**src/rtl/dense_relu_seq.sv**
```systemverilog
// Sequential dense layer: N_OUT parallel MAC lanes stepped over N_IN inputs, valid/ready on both sides.
// Optional macro RELU_EN applies ReLU before saturation; without it the output is signed linear.
module dense_relu_seq #(
    parameter int unsigned N_IN  = 4,
    parameter int unsigned N_OUT = 4,
    parameter int unsigned X_W   = 7,
    parameter int unsigned W_W   = 5,
    parameter int unsigned Y_W   = 14
) (
    input  logic                      clk,
    input  logic                      rst,
    input  logic                      in_valid,
    output logic                      in_ready,
    input  logic [N_IN*X_W-1:0]       x_flat,
    input  logic [N_IN*N_OUT*W_W-1:0] w_flat,
    output logic                      out_valid,
    input  logic                      out_ready,
    output logic [N_OUT*Y_W-1:0]      y_flat,
    output logic                      busy
);
    localparam int unsigned ACC_W  = X_W + W_W + $clog2(N_IN) + 1;
    localparam int unsigned PROD_W = X_W + W_W;
    localparam int unsigned EXT_W  = (ACC_W > Y_W) ? ACC_W : Y_W;
    localparam int unsigned IDX_W  = (N_IN > 1) ? $clog2(N_IN) : 1;
    localparam logic [IDX_W-1:0]      LAST_IDX = IDX_W'(N_IN - 1);
    localparam logic signed [Y_W-1:0] Y_MAX    = {1'b0, {(Y_W-1){1'b1}}};
    localparam logic signed [Y_W-1:0] Y_MIN    = {1'b1, {(Y_W-1){1'b0}}};

    typedef enum logic [1:0] {IDLE, ACC, FINAL, DONE} state_t;

    state_t                   state, state_nxt;
    logic                     in_ready_nxt, out_valid_nxt, busy_nxt;
    logic                     accept;
    logic [N_IN*X_W-1:0]      x_reg;
    logic [N_IN*N_OUT*W_W-1:0] w_reg;
    logic [IDX_W-1:0]         idx;
    logic signed [ACC_W-1:0]  acc     [N_OUT];
    logic signed [ACC_W-1:0]  acc_sum [N_OUT];
    logic signed [ACC_W-1:0]  act     [N_OUT];
    logic signed [EXT_W-1:0]  ext     [N_OUT];
    logic [N_OUT*Y_W-1:0]     y_nxt;

    assign accept = in_valid && in_ready;

    // Next-state and registered-output decode
    always_comb begin
        state_nxt     = state;
        in_ready_nxt  = 1'b0;
        out_valid_nxt = 1'b0;
        busy_nxt      = 1'b0;
        case (state)
            IDLE:    if (accept) state_nxt = ACC;
            ACC:     if (idx == LAST_IDX) state_nxt = FINAL;
            FINAL:   state_nxt = DONE;
            DONE:    if (out_valid && out_ready) state_nxt = IDLE;
            default: state_nxt = IDLE;
        endcase
        in_ready_nxt  = (state_nxt == IDLE);
        busy_nxt      = (state_nxt == ACC) || (state_nxt == FINAL);
        // out_valid lags DONE entry by one cycle: the result register stage
        out_valid_nxt = (state == DONE) && (state_nxt == DONE);
    end

    always_ff @(posedge clk or posedge rst) begin
        if (rst) begin
            state     <= IDLE;
            in_ready  <= 1'b1;
            out_valid <= 1'b0;
            busy      <= 1'b0;
        end else begin
            state     <= state_nxt;
            in_ready  <= in_ready_nxt;
            out_valid <= out_valid_nxt;
            busy      <= busy_nxt;
        end
    end

    // MAC lanes, activation and saturation
    always_comb begin
        y_nxt = '0;
        for (int k = 0; k < N_OUT; k++) begin
            acc_sum[k] = acc[k] + ACC_W'(
                PROD_W'($signed(x_reg[idx*X_W +: X_W])) *
                PROD_W'($signed(w_reg[(idx*N_OUT + k)*W_W +: W_W])));
`ifdef RELU_EN
            act[k] = acc[k][ACC_W-1] ? '0 : acc[k];
`else
            act[k] = acc[k];
`endif
            ext[k] = EXT_W'(act[k]);
            if (ext[k] > EXT_W'(Y_MAX))
                y_nxt[k*Y_W +: Y_W] = Y_MAX;
            else if (ext[k] < EXT_W'(Y_MIN))
                y_nxt[k*Y_W +: Y_W] = Y_MIN;
            else
                y_nxt[k*Y_W +: Y_W] = Y_W'(ext[k]);
        end
    end

    always_ff @(posedge clk or posedge rst) begin
        if (rst) begin
            x_reg  <= '0;
            w_reg  <= '0;
            idx    <= '0;
            y_flat <= '0;
            for (int k = 0; k < N_OUT; k++) acc[k] <= '0;
        end else begin
            case (state)
                IDLE: begin
                    if (accept) begin
                        x_reg <= x_flat;
                        w_reg <= w_flat;
                        idx   <= '0;
                        for (int k = 0; k < N_OUT; k++) acc[k] <= '0;
                    end
                end
                ACC: begin
                    for (int k = 0; k < N_OUT; k++) acc[k] <= acc_sum[k];
                    idx <= idx + IDX_W'(1);
                end
                FINAL:   y_flat <= y_nxt;
                default: ;
            endcase
        end
    end
endmodule

```
**config.mk**
```make
export PLATFORM = sky130hd
export DESIGN_NAME = dense_relu_seq
export DESIGN_NICKNAME = d
export VERILOG_FILES = /design/src/rtl/dense_relu_seq.sv
export SDC_FILE = /design/constraint.sdc
export NUM_CORES = 1
export LEC_CHECK = 0
export ABC_CLOCK_PERIOD_IN_PS = 19900
export CAP_MARGIN = 20
export CELL_PAD_IN_SITES_DETAIL_PLACEMENT = 1
export CELL_PAD_IN_SITES_GLOBAL_PLACEMENT = 2
export CORE_MARGIN = 2
export CORE_UTILIZATION = 42
export DETAILED_ROUTE_END_ITERATION = 7
export GPL_TIMING_DRIVEN = 1
export HOLD_SLACK_MARGIN = 0.02
export PLACE_DENSITY_LB_ADDON = 0.08
export SYNTH_ARGS = -nofsm -noshare
export SYNTH_HDL_FRONTEND = slang
export SYNTH_SLANG_ARGS = --single-unit
export TNS_END_PERCENT = 50
```
**constraint.sdc**
```tcl
create_clock -name clk -period 19.9 [get_ports clk]
set_input_delay 4.975 -clock clk [delete_from_list [all_inputs] [get_ports clk]]
set_output_delay 4.975 -clock clk [all_outputs]
set_load 0.03 [all_outputs]
```
==> results.py, run 1 <==
metrics = {
    "clocking": {
        "cts-hold-fix-buffers": 0,
        "cts_buffers": 28,
        "ctsLongestPathBuffers": 3,
        "clock_sinks": 231,
        "cts_setup_buffers": 0,
        "clockRootBuffer": "clkbuf_16",
        "htree_levels": 1,
        "clock_latency_ns": 0.56,
        "ctsResizeCount": 0,
        "clk_pin_slew_ns": 0.06,
        "cts_tree": "done",
    },
    "synth": {
        "synthCells": 1570,
        "synth_top_area_cell": "dfrtp_1",
        "synth_area_um2": 17300,
        "yosysSeqAreaShare_pct": 33.5,
        "synth-seq-cells": 231,
        "synth_area_leaders": "dfrtp_1 (33%), fa_1 (19%), ha_1 (9.2%)",
        "syn_nets": 1977,
        "async_reset_ff_share_pct": 100,
        "postSynthAreaPerCell_um2": 11.0,
        "synth_top_area_share_pct": 33.3,
        "synth.distinct_cells": 52,
        "synth_most_common_cell": "dfrtp_1",
        "yosysWarningCount": 0,
        "synth_flop_cell": "dfrtp_1",
        "synth-edff-count": 0,
        "synthTopCellsByCount": "dfrtp_1 (230), inv_1 (189), fa_1 (168)",
    },
    "floorplan": {
        "ios": 171,
        "start_util_pct": 42.4,
        "placementRows": 74,
        "dieArea_um2": 42700,
        "die_h_um": 207,
        "core-area_um2": 40700,
        "die_x_um": 207,
    },
    "setup_path": {
        "required_ns": 20.34,
        "critPathLaunch": "in_valid",
        "crit_top_cell": "buf_4",
        "worst_setup_path_end_kind": "register",
        "crit_chain": "clkdlybuf4s50_1, nand2_1, nor3_2, buf_4, buf_4, mux2_2",
        "startpoint_type": "input pin",
        "timing.rr.start": "idx[0]",
        "critical_path.max_fanout": 71,
        "crit_arrival_ns": 7.58,
        "cp_num_buf_inv": 3,
        "cp_top_family": "buffers and inverters",
        "critical_path_class": "input pin to register",
        "critPathMaxStageDelay_ns": 0.82,
        "critPathSlowestCell": "buf_4",
    },
    "detailed_routing": {
        "drcViolationCount": 0,
        "drt-initial-drc-count": 333,
        "antenna_left": 0,
        "vias": 11569,
        "viasPerCell": 5.11,
        "wirelength_um": 41700,
        "drt_pass1_iterations": 4,
        "avgRoutedWirePerCell_um": 18.4,
    },
    "sta": {
        "rsz0062_at_grt": "no",
        "tns_ns": 0,
        "slew_violations": 0,
        "hold_viol": 0,
        "relSlewSlack_pct": 30.0,
        "max_freq_mhz": 140,
        "worstMarginPinSlew_ns": 1.05,
        "min_period_ns": 7.14,
        "setup_viol": 0,
        "finClkSkew_ns": 0.00895,
        "fin_crit_sh_pct": 35.9,
    },
    "final_layout": {
        "area_delta_synth_final_pct": 18.1,
        "design_area_um2": 20400,
        "drive_above_1_share_pct": 12.5,
        "final_util_pct": 50.0,
        "nNetsFinal": 2115,
        "largest_reg_flops": 80,
    },
    "place": {
        "io_buffers": 170,
        "dpl.hpwl_um": 32000,
        "post_dp_cell_area_um2": 19400,
        "gp_congestion": 0.820,
    },
    "global_route": {
        "grt_use_total_pct": 20.8,
        "antenna_found_initial": 4,
        "grtUsageMet2_pct": 34.1,
        "grt_pass1_wl_um": 69800,
        "grt_pass1_vias": 12968,
        "grt_max_degree": 109,
        "busiest_layer": "met2",
        "grtUsageMet3_pct": 3.61,
        "gr-total-overflow": 0,
        "globalRouteMet1Util_pct": 29.4,
    },
    "run": {
        "drv_cap": 0,
    },
    "outcome": {
        "status": "finished clean",
    },
    "worst_hold_path": {
        "holdCritStartpoint": "y_flat[34]",
        "hp-class": "register to register",
    },
}
per-stage QoR:
stage	std cells	hold slack, ns	worst slack [ns]
2_1_floorplan	1570	0.475	8.59
3_3_place_gp	2210	0.462	12.17
3_5_place_dp	2210	0.471	12.18
4_1_cts	2262	0.484	12.75
5_1_grt	2262	0.502	12.60
6_report	2266	0.474	12.76
cells by family after synthesis:
| kind of cell | synth area share (%) |
|---|---|
| XOR/XNOR | 2.94 |
| AO/OA/AOI/OAI | 9.22 |
| multiplexers | 10.8 |
| flip-flops | 33.5 |
| buffers and inverters | 5.94 |
| adder cells (fa/ha/maj) | 29.4 |
| AND/OR/NAND/NOR | 8.21 |
path summary, 6_finish.rpt:
check,cells after the start,end,slack [ns]
max,6,w_reg[3],12.76
min,2,y_flat[34],0.47
max reg2reg,17,acc[44],13.71
min reg2reg,2,y_flat[34],0.47
max in group asynchronous,3,y_flat[53],13.51
min in group asynchronous,2,w_reg[30],4.89
tightest hold or removal path, stage by stage, from the launching register on:
cell,delay [ns]
dfrtp_1,0.34
nand2_1,0.04
o21ai_0,0.06
routing by layer:
metal	share of wire, %	vias to the layer above
li1	-	5479
met1	47	5865
met2	46	182
met3	4.6	41
met4	1.6	2
met5	0.026	-
final cells by class:
| type | instances | area, µm² |
|---|---|---|
| tap | 532 | 666 |
| sequential | 231 | 5780 |
| fill | 4421 | 20400 |
| clock buffer | 41 | 831 |
| multi-input combinational | 1078 | 10500 |
| inverter | 190 | 721 |
| clock inverter | 11 | 134 |
| timing repair buffer | 179 | 1770 |
| antenna | 4 | 10.0 |
cells in the final DEF, fill, tap and decap left out, drive strengths merged, types with 3 or more instances in the layout:
cell and n:
a211oi 11, a21o 10, a21oi 35, a22o 17
and2 80, buf 9, bufinv 3, clkbuf 41
clkdlybuf4s50 170, clkinv 8, dfrtp 230, diode 4
fa 168, ha 127, inv 190, maj3 12
mux2 116, mux2i 4, mux4 23, nand2 154
nand2b 4, nand3 9, nand4 3, nor2 43
o2111ai 3, o211ai 5, o21a 3, o21ai 133
o21bai 10, o22ai 28, or2 6, xnor2 38
xor2 20
Power of run 1 is not shown: default switching activity piles up to over one toggle a cycle in this logic, so the estimate is an artifact.
==> inputs of run 2 (changes only) <==
Settings changed: ABC_CLOCK_PERIOD_IN_PS 19900 to 7080, CORE_UTILIZATION 42 to 39.
Clock period 19.9 ns to 7.08 ns, I/O delays scaled along.
==> run 2 against run 1 <==
Sequential cell count unchanged. Die area increased by 7.5%. Hold slack improved by 0.0017 ns. Clock skew increased by 0.017 ns. Register-to-register slack got worse by 13 ns. Utilization decreased by 3.5 points. Routed wire length increased by 4.0%. First-iteration DRC count increased by 57%. Non-clock buffer count decreased by 1. Largest cell class unchanged. Highest routed layer is now met4.
==> results.py, run 2 (synthesized netlist as in run 1, its figures left out) <==
metrics = {
    "final_layout": {
        "largest_reg_flops": 80,
        "area_delta_synth_final_pct": 18.4,
        "drive_above_1_share_pct": 12.3,
        "num-fill-cells": 4762,
        "nNetsFinal": 2114,
        "final_common_cell": "dfrtp_1",
        "mostFrequentLayoutCells": "dfrtp_1 (229), inv_1 (188), clkdlybuf4s50_1 (170)",
    },
    "worst_hold_path": {
        "hp-class": "register to register",
    },
    "sta": {
        "relSlewSlack_pct": 34.9,
        "hold_viol": 0,
        "finClkSkew_ns": 0.0256,
        "fin_crit_sh_pct": 85.9,
        "rsz0062_at_grt": "no",
        "slew_violations": 0,
        "setup_viol": 0,
        "fin_ws_ns": 0.997,
        "min_period_ns": 6.08,
        "worstMarginPinSlew_ns": 0.975,
        "max_freq_mhz": 164,
        "tns_ns": 0,
    },
    "run": {
        "drv_cap": 0,
    },
    "setup_path": {
        "critical_path.max_fanout": 21,
        "required_ns": 7.49,
        "crit_arrival_ns": 6.50,
        "worst_setup_path_end_kind": "register",
        "startpoint_type": "register",
        "critical_path_class": "register to register",
    },
    "place": {
        "dpl.hpwl_um": 33400,
        "gp_congestion": 0.787,
        "dp_slack_ns": 0.952,
        "io_buffers": 170,
    },
    "detailed_routing": {
        "wirelength_um": 43300,
        "vias": 11600,
        "drcViolationCount": 0,
        "avgRoutedWirePerCell_um": 18.7,
        "antenna_left": 0,
        "drt_pass1_iterations": 4,
        "drt-initial-drc-count": 523,
        "viasPerCell": 5.00,
    },
    "clocking": {
        "clk_pin_slew_ns": 0.06,
        "clock_sinks": 231,
        "htree_levels": 1,
        "cts_buffers": 28,
        "ctsLongestPathBuffers": 3,
        "clockRootBuffer": "clkbuf_16",
        "cts-hold-fix-buffers": 0,
        "ctsResizeCount": 0,
        "clock_latency_ns": 0.58,
        "cts_tree": "done",
        "cts_setup_buffers": 0,
    },
    "global_route": {
        "grt_pass1_wl_um": 72600,
        "antenna_found_initial": 0,
        "grt_pass1_vias": 13052,
        "gr-total-overflow": 0,
        "grt_use_total_pct": 19.8,
        "grt_max_degree": 135,
    },
    "floorplan": {
        "die_h_um": 214,
        "placementRows": 77,
        "core-area_um2": 43900,
        "die_x_um": 214,
        "ios": 171,
        "start_util_pct": 39.3,
        "dieArea_um2": 46000,
    },
    "outcome": {
        "status": "finished clean",
    },
}
run 2: cell types whose count changed in the layout (fill, tap and decap cells not counted), moves of 2 or more:
cell | before | now
buf_12 | 0 | 2
buf_4 | 9 | 6
bufinv_16 | 3 | 1
clkbuf_8 | 6 | 10
clkinv_2 | 7 | 2
diode_2 | 4 | 1
run 2: layer usage:
layer  up-vias  part of all wire, %  GRT usage, %
met2       179                   45          31.8
met4         0                  1.8          3.66
met3        37                  3.3          2.51
met1      5900                   50          29.0
li1       5484                    -             -
met5         -                    0             0
run 2: area by class of cell:
cell class                      instances  area, µm²  share of cell area [%]
Antenna cell                            1       2.50                  0.0122
Clock buffer                           45        865                    4.23
Clock inverter                          5       65.1                   0.318
Inverter                              190        717                    3.51
Multi-Input combinational cell       1078      10500                    51.3
Sequential cell                       231       5780                    28.3
Tap cell                              592        741                    3.63
Timing Repair Buffer                  178       1790                    8.74
run 2: critical path, cell delays in order, from the launching register on:
cell and delay (ns):
dfrtp_2 0.77, buf_4 0.39, mux2_2 0.38, o21ai_2 0.42
or2_2 0.22, fa_1 0.42, fa_1 0.55, inv_1 0.06
fa_1 0.53, inv_1 0.05, fa_1 0.50, inv_1 0.07
fa_1 0.46, a21o_1 0.20, a21oi_1 0.33, o21bai_1 0.11
a21oi_1 0.18, xor2_1 0.16, o22ai_1 0.10
run 2: through the flow:
stage	utilization [%]	hold slack (ns)	std cells	area (µm²)
after floorplan	-	0.475	1570	17300
after global placement	44.4	0.461	2269	19500
after detailed placement	44.4	0.469	2269	19500
after CTS	46.5	0.482	2319	20400
after global routing	46.5	0.495	2319	20400
final	46.5	0.476	2320	20400
run 2: final timing paths:
kind,from,to,slack [ns],cells after the start
worst max-delay path,idx[0],acc[24],1.0,18
worst min register to register,y_flat[51],y_flat[51],0.48,2
max in group asynchronous,rst,y_flat[54],4.03,3
worst min-delay path,y_flat[51],y_flat[51],0.48,2
min in group asynchronous,rst,w_reg[65],1.71,2
worst max register to register,idx[0],acc[24],1.0,18
Power of run 2 is left out for the same reason.
